### src/rtl/mod_cpa_fsub_pkg.sv
// Shared constants for the carry-propagate / final-subtract stage of the
// modular reduction datapath: default widths and the modulus multiples used
// as subtraction and range-check thresholds.
package mod_cpa_fsub_pkg;

  // Default datapath widths.
  localparam int unsigned DEF_W     = 15;
  localparam int unsigned DEF_QW    = 12;
  localparam int unsigned DEF_TAG_W = 2;

  // Width of the resolved carry-save sum x = s + c (one carry bit of growth).
  localparam int unsigned MOD_XW = DEF_W + 1;

  // Modulus and its multiples at the resolved-sum width.
  localparam logic [MOD_XW-1:0] MOD_Q  = 16'd3329;
  localparam logic [MOD_XW-1:0] MOD_Q2 = 16'd6658;
  localparam logic [MOD_XW-1:0] MOD_Q4 = 16'd13316;

endpackage : mod_cpa_fsub_pkg

### src/rtl/mod_csub.sv
// Conditional subtract: y = (x >= K) ? x - K : x. Purely combinational; used
// once with K = 2Q and once with K = Q to fold x < 4Q down to x mod Q.
module mod_csub #(
  parameter int unsigned       XW = 16,
  parameter logic [XW-1:0]     K  = '0
) (
  input  logic [XW-1:0] i_x,
  output logic [XW-1:0] o_y
);

  logic w_ge;

  assign w_ge = (i_x >= K);
  assign o_y  = w_ge ? (i_x - K) : i_x;

endmodule : mod_csub

### src/rtl/mod_cpa_fsub.sv
// Resolves a carry-save (s, c) pair into x = s + c and reduces it to x mod Q
// through two conditional subtractions (2Q, then Q). Three-stage valid/ready
// pipeline with full-rate backpressure; a lane tag rides alongside the data.
// Optional build macro: MOD_RANGE_CHK_EN adds an x >= 4Q flag that travels
// with the item to out_err; without it out_err is tied low.
module mod_cpa_fsub
  import mod_cpa_fsub_pkg::*;
#(
  parameter int unsigned W     = DEF_W,
  parameter int unsigned Q     = 32'(MOD_Q),
  parameter int unsigned QW    = DEF_QW,
  parameter int unsigned TAG_W = DEF_TAG_W
) (
  input  logic             clk,
  input  logic             rst,
  input  logic             in_valid,
  output logic             in_ready,
  input  logic [W-1:0]     in_s,
  input  logic [W-1:0]     in_c,
  input  logic [TAG_W-1:0] in_tag,
  output logic             out_valid,
  input  logic             out_ready,
  output logic [QW-1:0]    out_r,
  output logic [TAG_W-1:0] out_tag,
  output logic             out_err
);

  localparam int unsigned      XW   = W + 1;
  localparam logic [XW-1:0]    K_Q  = XW'(Q);
  localparam logic [XW-1:0]    K_2Q = XW'(2 * Q);

  // Stage registers.
  logic             r_v1, r_v2, r_v3;
  logic [XW-1:0]    r_x1, r_x2;
  logic [QW-1:0]    r_r3;
  logic [TAG_W-1:0] r_tag1, r_tag2, r_tag3;

  // Ready chain and combinational stage results.
  logic             w_rdy1, w_rdy2, w_rdy3;
  logic [XW-1:0]    w_x1, w_x2, w_x3;
  logic             w_unused_x3_hi;

  // A stage can accept when it is empty or its successor is taking its item.
  assign w_rdy3   = !r_v3 || out_ready;
  assign w_rdy2   = !r_v2 || w_rdy3;
  assign w_rdy1   = !r_v1 || w_rdy2;
  assign in_ready = w_rdy1;

  // Full-width add: no truncation of the carry out of the W-bit operands.
  assign w_x1 = {1'b0, in_s} + {1'b0, in_c};

  mod_csub #(.XW(XW), .K(K_2Q)) u_csub_2q (
    .i_x (r_x1),
    .o_y (w_x2)
  );

  mod_csub #(.XW(XW), .K(K_Q)) u_csub_q (
    .i_x (r_x2),
    .o_y (w_x3)
  );

  // Bits above QW are zero for in-range inputs and intentionally dropped.
  assign w_unused_x3_hi = ^w_x3[XW-1:QW];

  // Valid/data pipeline: each stage loads from its predecessor when its rdy is
  // high; data only moves with a valid item so held outputs stay stable.
  always_ff @(posedge clk) begin
    // NOTE: the datapath registers are reset along with the valid bits so the
    // output port reads 0 after reset, not stale data from a discarded item.
    if (rst) begin
      r_v1   <= 1'b0;
      r_v2   <= 1'b0;
      r_v3   <= 1'b0;
      r_x1   <= '0;
      r_x2   <= '0;
      r_r3   <= '0;
      r_tag1 <= '0;
      r_tag2 <= '0;
      r_tag3 <= '0;
    end else begin
      // NOTE: non-blocking assignments let every stage read its predecessor's
      // pre-edge value, so the pipeline shifts as one in a single clock.
      if (w_rdy1) begin
        r_v1 <= in_valid;
        if (in_valid) begin
          r_x1   <= w_x1;
          r_tag1 <= in_tag;
        end
      end
      if (w_rdy2) begin
        r_v2 <= r_v1;
        if (r_v1) begin
          r_x2   <= w_x2;
          r_tag2 <= r_tag1;
        end
      end
      if (w_rdy3) begin
        r_v3 <= r_v2;
        if (r_v2) begin
          r_r3   <= w_x3[QW-1:0];
          r_tag3 <= r_tag2;
        end
      end
    end
  end

  assign out_valid = r_v3;
  assign out_r     = r_r3;
  assign out_tag   = r_tag3;

`ifdef MOD_RANGE_CHK_EN
  localparam logic [XW-1:0] K_4Q = XW'(4 * Q);

  logic r_err1, r_err2, r_err3;

  // Range-violation flag follows its item through the same load enables.
  always_ff @(posedge clk) begin
    if (rst) begin
      r_err1 <= 1'b0;
      r_err2 <= 1'b0;
      r_err3 <= 1'b0;
    end else begin
      if (w_rdy1 && in_valid) r_err1 <= (w_x1 >= K_4Q);
      if (w_rdy2 && r_v1)     r_err2 <= r_err1;
      if (w_rdy3 && r_v2)     r_err3 <= r_err2;
    end
  end

  assign out_err = r_err3;
`else
  assign out_err = 1'b0;
`endif

endmodule : mod_cpa_fsub

### config.mk
export PLATFORM = sky130hd
export DESIGN_NAME = mod_cpa_fsub
export DESIGN_NICKNAME = d
export VERILOG_FILES = /design/src/rtl/mod_cpa_fsub_pkg.sv /design/src/rtl/mod_csub.sv /design/src/rtl/mod_cpa_fsub.sv
export SDC_FILE = /design/constraint.sdc
export NUM_CORES = 1
export LEC_CHECK = 0
export BUFFER_PORTS_ARGS = -buffer_cell sky130_fd_sc_hd__buf_2
export CORE_MARGIN = 4
export CORE_UTILIZATION = 45
export DETAILED_ROUTE_END_ITERATION = 10
export GPL_TIMING_DRIVEN = 0
export MAX_ROUTING_LAYER = met4
export PLACE_DENSITY = 0.71
export SLEW_MARGIN = 15
export SYNTH_ARGS = -nofsm -noshare
export SYNTH_HDL_FRONTEND = slang
export SYNTH_HIERARCHICAL = 1
export SYNTH_SLANG_ARGS = --single-unit
### constraint.sdc
create_clock -name clk -period 3.2 [get_ports clk]
set_clock_uncertainty 0.05 [all_clocks]
set_input_delay 0.32 -clock clk [delete_from_list [all_inputs] [get_ports clk]]
set_output_delay 0.32 -clock clk [all_outputs]
set_load 0.01 [all_outputs]
After elaboration in Yosys (flattened, before gate mapping):

Cells that the tools add are included.

* bits in registers: 53
* bits of input ports: 36
* output and inout bits: 17
* logic and storage cells: 25

* add/sub/neg operators: 3
* $lt $le $gt $ge: 2
* muxes and demuxes: 2
* reductions and logical operators: 9

Operator list (count)
* $add 15x15->16: 1
* $ge 16x12->1 const B: 1
* $ge 16x13->1 const B: 1
* $mux 16: 1
* $sub 16x13->16 const B: 1
* $mux 12: 1
* $sub 12x12->12 const B: 1
* $reduce_and 2->1: 3
* $logic_not 1->1: 3
* $logic_or 1x1->1: 3

Longest topological paths before layout:

* depth after elaboration: 5
* depth in mapped cells: 9
* mapped depth without buffers: 9

Cells and area by module:

Netlist, hierarchy kept.

By module, submodules not included
* mod_cpa_fsub: times used 1, cells an instance 326, area each 2615.0 µm²
* mod_csub at u_csub_q: times used 1, cells an instance 59, area each 530.5 µm²
* mod_csub at u_csub_2q: times used 1, cells an instance 58, area each 404.1 µm²

Worst setup path after synthesis:

Ideal clock, no wire load.

* path kind: input to register
* start point: input in_s[0]
* end point: register r_x1[12]
* data arrival time: 1.925 ns
* required time: 3.028 ns
* path slack: 1.103 ns
* stages: 7
* buffers on the path: 0
* cell sequence: ha_1 -> fa_1 -> a211oi_1 -> o21ai_0 -> nand4b_2 -> a2111oi_2 -> a311o_1

* longest elaborated chain between the ends: 1

RTL lines
* start: declaration: line mod_cpa_fsub.sv:18 `input logic [W-1:0] in_s,`
* $add 15x15->16: line mod_cpa_fsub.sv:50 `assign w_x1 = {1'b0, in_s} + {1'b0, in_c};`
* end signal: assignment: line mod_cpa_fsub.sv:86 `r_x1 <= w_x1;`
* end: declaration: line mod_cpa_fsub.sv:34 `logic [XW-1:0] r_x1, r_x2;`

Every way passes these cells.
A chain may end at the register's enable or synchronous reset.

Final worst setup path:

* start point: register r_x2[0]
* end point: register r_r3[11] (netlist: out_r[11])

* longest elaborated chain between the ends: 2

RTL lines
* start: declaration: line mod_cpa_fsub.sv:34
* start signal: assignment: line mod_cpa_fsub.sv:93 `r_x2 <= w_x2;`
* $ge 16x12->1 / $sub 12x12->12 (equally long branches): line mod_csub.sv:13, mod_csub.sv:14
* $mux 12 (*): line mod_csub.sv:14 `assign o_y = w_ge ? (i_x - K) : i_x;`
* via w_x3[11]: line mod_cpa_fsub.sv:40 `logic [XW-1:0] w_x1, w_x2, w_x3;`
* end signal: assignment: line mod_cpa_fsub.sv:100 `r_r3 <= w_x3[QW-1:0];`
* end: declaration: line mod_cpa_fsub.sv:35 `logic [QW-1:0] r_r3;`

Mark *: on every way through the listed nets, which the timed path passes. The rest lies on a longest branch.

==> run_summary.xml <==
<?xml version="1.0" encoding="UTF-8"?>
<metrics>
  <group name="detailed_routing">
    <metric name="number_of_nets_with_antenna_violations_after_routing" unit="">0</metric>
    <metric name="vias" unit="">3178</metric>
    <metric name="drc_errors" unit="">0</metric>
    <metric name="routedWlPerCell" unit="µm">13.5</metric>
    <metric name="route.final.wire_length" unit="µm">7900</metric>
    <metric name="dr.pass1.iters" unit="">5</metric>
    <metric name="route.detailed.vias_per_inst" unit="">5.41</metric>
    <metric name="detailedRoute.firstIterationViolations" unit="">155</metric>
  </group>
  <group name="critical_path">
    <metric name="delay_contributed_by_the_slowest_stage_of_the_critical_path" unit="ps">450</metric>
    <metric name="timing.critical_path.from_type" unit="">flip-flop</metric>
    <metric name="critical-path-slowest-cell" unit="">dfxtp_1</metric>
    <metric name="critical_path_arrival" unit="ps">2390</metric>
    <metric name="crit_type" unit="">flip-flop to flip-flop</metric>
    <metric name="max_fanout_on_critical_path" unit="">8</metric>
    <metric name="critPathCaptureType" unit="">flip-flop</metric>
    <metric name="cp_data_required_time" unit="ps">3380</metric>
    <metric name="timing.critical_path.cells" unit="">inv_1, ha_1, nor4b_4, a31o_4, buf_6, a211oi_2, xor2_1, nand2_1, a21oi_1</metric>
    <metric name="r2r_setup_slack" unit="ps">1000</metric>
  </group>
  <group name="sta">
    <metric name="timing_worst_slew_pin_value" unit="ps">563</metric>
    <metric name="final-setup-viol-count" unit="">0</metric>
    <metric name="fmax" unit="MHz">454</metric>
    <metric name="slew_violations" unit="">0</metric>
    <metric name="timing.final.crit_period" unit="ps">2200</metric>
    <metric name="rsz_0062_raised_after_global_routing" unit="">false</metric>
    <metric name="timing.slew.headroom" unit="%">62.2</metric>
    <metric name="post-route-worst-setup-slack" unit="ps">999</metric>
    <metric name="timing_hold_violations_final" unit="">0</metric>
    <metric name="holdWs" unit="ps">198</metric>
    <metric name="fin_setup_tns" unit="ps">0</metric>
    <metric name="final.period_utilization" unit="%">68.8</metric>
  </group>
  <group name="logic_synthesis">
    <metric name="synth.cell_area" unit="µm²">3450</metric>
    <metric name="synth_cells" unit="">430</metric>
    <metric name="ys.warnings.count" unit="">6</metric>
    <metric name="avgSynthCellArea" unit="µm²">8.03</metric>
    <metric name="syn_nets" unit="">485</metric>
  </group>
  <group name="clock_network">
    <metric name="cts_buffers" unit="">5</metric>
    <metric name="tritoncts" unit="">yes</metric>
    <metric name="max-clock-path-buffers" unit="">2</metric>
    <metric name="clk_latency" unit="ps">310</metric>
    <metric name="clock_sinks" unit="">53</metric>
    <metric name="clock_tree.root_cell" unit="">clkbuf_8</metric>
    <metric name="htree_num_levels" unit="">2</metric>
    <metric name="cts_hold_buffers" unit="">0</metric>
    <metric name="post_cts_resize_count" unit="">0</metric>
    <metric name="clkTransAtPathRegs" unit="ps">100</metric>
    <metric name="post-cts-setup-buffer-count" unit="">0</metric>
  </group>
  <group name="placed_design">
    <metric name="count_of_port_buffers_added_during_placement" unit="">50</metric>
    <metric name="globalplace.congestion" unit="">0.875</metric>
    <metric name="post_dp_hpwl" unit="µm">6290</metric>
    <metric name="place_worst_setup_slack" unit="ps">723</metric>
    <metric name="placed_cells_incl_taps" unit="">579</metric>
  </group>
  <group name="outcome">
    <metric name="outcome" unit="">completed</metric>
  </group>
  <group name="grt">
    <metric name="grt_overflow" unit="">0</metric>
    <metric name="grt.met3_usage" unit="%">2.76</metric>
    <metric name="top_usage_layer" unit="">met2</metric>
    <metric name="first_global_vias" unit="">2957</metric>
    <metric name="grt_first_pass_wirelength" unit="µm">13400</metric>
    <metric name="antenna_found_initial" unit="">0</metric>
    <metric name="groute.layer.met2.usage" unit="%">31.4</metric>
    <metric name="grtUsageTotal" unit="%">18.5</metric>
    <metric name="grt_util_met1" unit="%">23.4</metric>
    <metric name="grt_start_max_net_pins" unit="">18</metric>
  </group>
  <group name="die">
    <metric name="pin_count" unit="">53</metric>
    <metric name="die_area" unit="µm²">9140</metric>
    <metric name="floorplan.initialDensity" unit="%">46.9</metric>
    <metric name="rows" unit="">31</metric>
    <metric name="fp.dieH" unit="µm">95.6</metric>
    <metric name="design.core.area" unit="µm²">7370</metric>
    <metric name="floorplan.die.width" unit="µm">95.6</metric>
  </group>
  <group name="finish">
    <metric name="antenna-diode-count" unit="">0</metric>
    <metric name="footprint_of_the_multi_input_gates" unit="µm²">2230</metric>
    <metric name="area_growth_syn_to_layout" unit="%">14.2</metric>
    <metric name="area.sequential" unit="µm²">1060</metric>
    <metric name="number_of_standard_cells_in_the_final_layout_excluding_fillers" unit="">587</metric>
    <metric name="finalNetCount" unit="">542</metric>
    <metric name="drive_gt1_share" unit="%">18.4</metric>
    <metric name="number_of_fillers_in_the_final_layout" unit="">712</metric>
  </group>
  <group name="power_and_ir_drop">
    <metric name="leakagePower" unit="nW">1.66</metric>
    <metric name="report.power.total" unit="W">0.00175</metric>
    <metric name="power_per_cell_area" unit="nW/µm²">445</metric>
    <metric name="irDropWorstVdd" unit="mV">0.212</metric>
  </group>
  <group name="worst_hold_path">
    <metric name="hold_path_class" unit="">primary input to flip-flop</metric>
  </group>
  <group name="run">
    <metric name="cap_viol_max_count" unit="">0</metric>
  </group>
</metrics>
-- critical path, delay by kind of cell, from the launching register on --
family,cells,cell delay [ps]
XOR/XNOR,1,210
flip-flops,1,450
AND/OR/NAND/NOR,2,250
adder cells (fa/ha/maj),1,250
buffers and inverters,2,250
AO/OA/AOI/OAI,3,670
-- layer usage --
| metal | vias up | share of wire (%) |
|---|---|---|
| met5 | - | 0 |
| met4 | 0 | 1.0 |
| met3 | 4 | 2.5 |
| met2 | 49 | 49 |
| met1 | 1486 | 47 |
| li1 | 1639 | - |
-- cell usage in the layout (no fill, tap or decap), drive strengths merged, types with 3 or more instances in the layout --
cell type / n
nand2: 101
buf: 64
a21oi: 53
dfxtp: 53
ha: 18
nor2: 17
nand3: 15
xnor2: 15
o21ai: 15
clkbuf: 13
inv: 12
xor2: 10
and3: 10
a211oi: 8
a21o: 6
o211ai: 5
mux2i: 4
nand4b: 4
nor3: 4
nand3b: 3
o21a: 3
o21bai: 3
a211o: 3
or4: 3
nor4: 3
a2111oi: 3
-- where the power goes --
part | internal [W] | switching [W] | total [W]
Clock | 0.000234 | 0.000229 | 0.000463
Combinational | 0.000241 | 0.000284 | 0.000525
Sequential | 0.000704 | 0.0000608 | 0.000765
Total | 0.00118 | 0.000574 | 0.00175
-- worst paths after layout --
check	cells after the start	start	end
min	3	in_tag[1]	r_tag1[1]$_SDFFE_PP0P_
max	9	r_x2[0]$_SDFFE_PP0P_	out_r[11]$_SDFFE_PP0P_
max reg2reg	9	r_x2[0]$_SDFFE_PP0P_	out_r[11]$_SDFFE_PP0P_
min reg2reg	2	r_tag2[1]$_SDFFE_PP0P_	out_tag[1]$_SDFFE_PP0P_
-- state kept, by name, indices dropped and copies added (netlist names) --
signal,count
r_x1,16
r_x2,16
out_valid,1
out_tag,2
out_r,12
r_v2,1
r_tag2,2
r_v1,1
r_tag1,2
-- final cells by class --
type / count / area share [%]
Clock inverter: 3 / 1.17
Timing Repair Buffer: 50 / 6.35
Sequential cell: 53 / 26.9
Multi-Input combinational cell: 343 / 56.6
Buffer: 22 / 2.98
Clock buffer: 5 / 1.74
Tap cell: 99 / 3.14
Inverter: 12 / 1.14
-- stage by stage --
step                instance area, µm²  util [%]
floorplan                         3450         -
global placement                  3830      52.0
detailed placement                3830      52.0
CTS                               3940      53.5
global route                      3940      53.5
finish                            3940      53.5
Note: power is estimated with default switching activity, not from simulation.
